<file path="config.mk">
export PLATFORM = sky130hd
export DESIGN_NAME = mem_responder
export DESIGN_NICKNAME = d
export VERILOG_FILES = /design/src/rtl/mem_responder.sv
export SDC_FILE = /design/constraint.sdc
export NUM_CORES = 2
export LEC_CHECK = 0
export CELL_PAD_IN_SITES_DETAIL_PLACEMENT = 1
export CELL_PAD_IN_SITES_GLOBAL_PLACEMENT = 1
export CORE_UTILIZATION = 58
export CTS_CLUSTER_SIZE = 12
export DETAILED_ROUTE_END_ITERATION = 16
export DONT_BUFFER_PORTS = 1
export HOLD_SLACK_MARGIN = 0.12
export PLACE_DENSITY_LB_ADDON = 0.1
export SLEW_MARGIN = 20
export SYNTH_ARGS = -nofsm -noshare
export SYNTH_HDL_FRONTEND = slang
export SYNTH_SLANG_ARGS = --single-unit
</file>
<file path="constraint.sdc">
create_clock -name clk -period 7.8 [get_ports clk]
set_input_delay 1.56 -clock clk [delete_from_list [all_inputs] [get_ports clk]]
set_output_delay 1.56 -clock clk [all_outputs]
set_load 0.02 [all_outputs]
</file>
<file path="src/rtl/mem_responder.sv">
// Word-wide memory responder with a fixed number of wait states and a one-cycle ready pulse.
// Optional misaligned-access detection is enabled by defining MEM_MISALIGN_CHECK_EN.
module mem_responder #(
   parameter int unsigned ADDR_W      = 8,
   parameter int unsigned DATA_W      = 32,
   parameter int unsigned WAIT_CYCLES = 2
) (
   input  logic              clk,
   input  logic              rst_n,
   input  logic              MemRead,
   input  logic              MemWrite,
   input  logic [ADDR_W-1:0] raddr,
   input  logic [ADDR_W-1:0] waddr,
   input  logic [DATA_W-1:0] wdata,
   output logic [DATA_W-1:0] rdata,
   output logic              mem_ready,
   output logic              busy,
   output logic              misalign
);

   localparam int unsigned Depth = 2 ** (ADDR_W - 2);
   localparam logic [3:0] CntInit = (WAIT_CYCLES == 0) ? 4'd0 : 4'(WAIT_CYCLES - 1);

   typedef enum logic [1:0] {StIdle, StBusy, StDone} state_e;

   state_e            state_q;
   logic [3:0]        cnt_q;
   logic              rd_q, wr_q, mis_q;
   logic [ADDR_W-1:0] raddr_q, waddr_q;
   logic [DATA_W-1:0] wdata_q;
   logic [DATA_W-1:0] mem_q [Depth];

   logic              accept, go_done, mem_we;
   logic              op_rd, op_wr, op_mis;
   logic [ADDR_W-1:0] op_raddr, op_waddr;
   logic [DATA_W-1:0] op_wdata;

   assign accept = (state_q == StIdle) && (MemRead || MemWrite);

   // With zero wait states the access completes on the accept edge, so the live inputs are used.
   always_comb begin
      op_rd    = rd_q;
      op_wr    = wr_q;
      op_raddr = raddr_q;
      op_waddr = waddr_q;
      op_wdata = wdata_q;
      if (state_q == StIdle) begin
         op_rd    = MemRead;
         op_wr    = MemWrite;
         op_raddr = raddr;
         op_waddr = waddr;
         op_wdata = wdata;
      end
   end

`ifdef MEM_MISALIGN_CHECK_EN
   always_comb begin
      op_mis = mis_q;
      if (state_q == StIdle) begin
         op_mis = (MemRead && (raddr[1:0] != 2'b00)) || (MemWrite && (waddr[1:0] != 2'b00));
      end
   end
`else
   logic unused_addr_lsbs;
   assign unused_addr_lsbs = ^{op_raddr[1:0], op_waddr[1:0], mis_q};
   assign op_mis = 1'b0;
`endif

   assign go_done = ((state_q == StBusy) && (cnt_q == 4'd0)) || (accept && (WAIT_CYCLES == 0));
   assign mem_we  = go_done && op_wr && !op_mis && rst_n;

   always_ff @(posedge clk or negedge rst_n) begin
      if (!rst_n) begin
         state_q   <= StIdle;
         cnt_q     <= 4'd0;
         rd_q      <= 1'b0;
         wr_q      <= 1'b0;
         mis_q     <= 1'b0;
         raddr_q   <= '0;
         waddr_q   <= '0;
         wdata_q   <= '0;
         rdata     <= '0;
         mem_ready <= 1'b0;
         busy      <= 1'b0;
         misalign  <= 1'b0;
      end else begin
         mem_ready <= 1'b0;
         misalign  <= 1'b0;
         if (accept) begin
            rd_q    <= MemRead;
            wr_q    <= MemWrite;
            raddr_q <= raddr;
            waddr_q <= waddr;
            wdata_q <= wdata;
            mis_q   <= op_mis;
            cnt_q   <= CntInit;
            busy    <= 1'b1;
            state_q <= StBusy;
         end else if ((state_q == StBusy) && (cnt_q != 4'd0)) begin
            cnt_q <= cnt_q - 4'd1;
         end
         if (go_done) begin
            state_q   <= StDone;
            mem_ready <= 1'b1;
            busy      <= 1'b1;
            misalign  <= op_mis;
            // Store is read before the same-edge write lands: read-before-write.
            if (op_rd && !op_mis) begin
               rdata <= mem_q[op_raddr[ADDR_W-1:2]];
            end
         end else if (state_q == StDone) begin
            state_q <= StIdle;
            busy    <= 1'b0;
         end
      end
   end

   always_ff @(posedge clk) begin
      if (mem_we) begin
         mem_q[op_waddr[ADDR_W-1:2]] <= op_wdata;
      end
   end

endmodule

</file>
==> metrics <==
run status=finished, final reports clean; clk slew on worst S/H paths=roughly 60 ps; fin crit share=0.657; Mapped Cells=just under 6000; register area=63700 um2; Post-DRT Antenna Nets=0; initial DRC count=6768; crit path max fanout=42; sequential share of the synthesized area=0.760; number of buffers created by CTS=about 210; max cap viols=0; relative max-transition margin=0.153; clock skew=23.9 ps; Syn. warnings=0; DR vias/cell=between 6 and 7; global-route wire length before repair=approximately 370 mm; DRC Markers=0; ys async rst share=0.0403; most common cell in the synthesized netlist=edfxtp_1; Lkg Pwr=30.8 nW; maximum ir drop on the vdd rail=between 0.8 and 0.9 mV; Fin Hold WS=approximately 410 ps; R2R Path End=mem_q[52][26]; final setup violation count=0; Die Area=around 150000 um2; largest family of logic cells by synthesized area=simple AND/OR/NAND/NOR gates; top cells by count, synth=edfxtp_1, nand2_1, nand3_1; GP Congestion=between 0.8 and 0.9; Routed Wire Length=~260 mm; GRT met1 Usage=0.487; leading register cell type out of synthesis=edfxtp_1; met3 Use GR=0.0577; WL per Instance=roughly 33 um; FILL cells=about 13000; Post-CTS Setup Bufs=0; crit path kind=flip-flop to flip-flop; Synth area leaders=edfxtp_1, nand2_1, mux2i_1; I/O Pins=87; Post-Synth Adder-Cell Area=0.000149; critical path's largest stage delay=870 ps; multiplexer share of the synthesized area=0.0406; antenna violations before repair=22; area grow syn2layout=10.7%; Final Max Tran Viols=0; post-CTS resize count=0; layout cells sized above 1=0.102; Hold/Removal Path Class=primary input to async pin; # nets final=approximately 5800; CTS tree=yes; Compound-Gate Fraction of Synth Area=0.0553; syn_nets=slightly below 6000; global routing usage on met2=0.577; Worst R2R Setup Slack=between 2000 and 3000 ps; final hold violation count=0; initial core utilization=0.584; nature of the critical path endpoint=flip-flop; clk_lat worst skew=840 ps; Avg Cell Area, Syn=~14 um2; # rows=139; global route hottest layer=met2; largest net degree at the start of global routing=150; fmax=between 150 and 200 MHz; RSZ-0062 raised after global routing=false; Yosys top cell by area=edfxtp_1; reg2reg start=state_q[0]; CTS max path bufs=3; H-tree depth=4; Multi-input gate area=19000 um2; total iterations of the first detailed-routing run=5; clk sink count=2134; critical path launch point type=flip-flop; flops & latches, synth=roughly 2100; grt ovf=0; Power per Cell Area=416 nW/um2; Simple-Gate Fraction of Synth Area=0.121; XOR/XNOR share of the synthesized area=0.000314; crit-path cells=nor2_4 -> buf_4 -> mux2i_1 -> nand2_1 -> nor2_4 -> buf_4; CTS root buf=clkbuf_16; critical path arrival=about 5600 ps; Die Y=approximately 380 um; Worst path slowest cell=nor2_4; Core Area=143000 um2; R2R depth=6; Synth top area share=0.735; die width=roughly 380 um; # hold bufs at CTS=0; Worst Tran Pin Value=between 1000 and 1500 ps; vias in the first global route=55036; Vias=53010; Cell variety after synth=65; Post-synth EDFFs=~2000; crit path time final=5130 ps; setup total negative slack=0 ps; WP data required=~8300 ps; Post-Syn Area=about 84000 um2; IO buf count=0; gr usage total=0.357; Detailed Place HPWL=135 mm
sequential cells by signal, summed over array words and instances (netlist names):
register and cells:
rdata 32, busy 1, waddr_q 6, mem_q 2048, state_q 2, raddr_q 6, cnt_q 4, mem_ready 1
wr_q 1, wdata_q 32, rd_q 1
metal layers:
metal,share of wire,vias to the layer above
met3,0.092,494
met1,0.39,27749
met2,0.48,2788
met5,0.00026,-
met4,0.041,10
li1,-,21969
cell usage in the layout, fill, tap and decap left out, drive strengths merged, types with 24 or more instances in the layout:
cell        n
clkbuf    326
o2bb2ai    29
a21oi      32
and4       45
edfxtp   2048
and3       33
o2111ai    29
dfrtp      86
o221ai     62
buf       150
mux2       71
mux2i     259
a32oi     102
nand4     128
nor2      227
a31oi     140
nand2    1322
nor3       44
nand3     488
clkinv     35
a2111oi    24
o21ai     165
worst max-delay path by stage:
stage / end / startpoint / cells past startpoint
6_report: mem_q[52][26] / state_q[0] / 6
3_5_place_dp: rdata[18] / raddr[2] / 10
2_1_floorplan: mem_q[20][0] / waddr[2] / 4
4_1_cts: mem_q[52][25] / state_q[0] / 6
3_3_place_gp: rdata[14] / raddr[2] / 9
5_1_grt: mem_q[52][29] / state_q[0] / 6
power by group:
group / switching [mW] / internal (mW) / leakage [nW] / total [mW]
logic: 10.3 / 3.24 / 8.27 / 13.5
registers: 0.370 / 15.1 / 19.5 / 15.5
clock network: 4.21 / 5.30 / 3.04 / 9.51
total: 14.9 / 23.7 / 30.8 / 38.5
kinds of logic after synthesis:
| family | after synthesis |
|---|---|
| DFF | 2134 |
| muxes | 330 |
| other | 1 |
| adders and majority gates | 1 |
| AOI/OAI and AO/OA | 644 |
| and+or+nand+nor | 2312 |
| buffers and inverters | 389 |
| xor gates and xnor gates | 3 |
stage by stage:
step	cells	util	setup slack, ps	cell area [um2]	total power [mW]
after global placement	7484	0.601	2420	86200	28.3
after detailed placement	7484	0.601	2210	86300	28.9
final	7872	0.646	2670	92700	38.5
after CTS	7857	0.645	2700	92600	38.3
after floorplan	5814	-	3770	83700	23.9
after global routing	7871	0.646	2430	92700	39.7
cell type report:
type | instances | share of cell area
multi-input cells | 3291 | 0.205
inverters | 6 | 0.000243
repair buffers | 150 | 0.0142
clock buffers | 326 | 0.0641
diodes | 15 | 0.000405
well taps | 1903 | 0.0257
clock inverters | 47 | 0.00391
flip-flops and latches | 2134 | 0.687
critical path, delay by kind of cell (launching register included):
kind / cells / cell delay (ps)
AND/OR/NAND/NOR: 3 / 2100
multiplexers: 1 / 750
buffers and inverters: 2 / 1240
flip-flops: 1 / 590
Note: power is estimated with default switching activity, not from simulation.
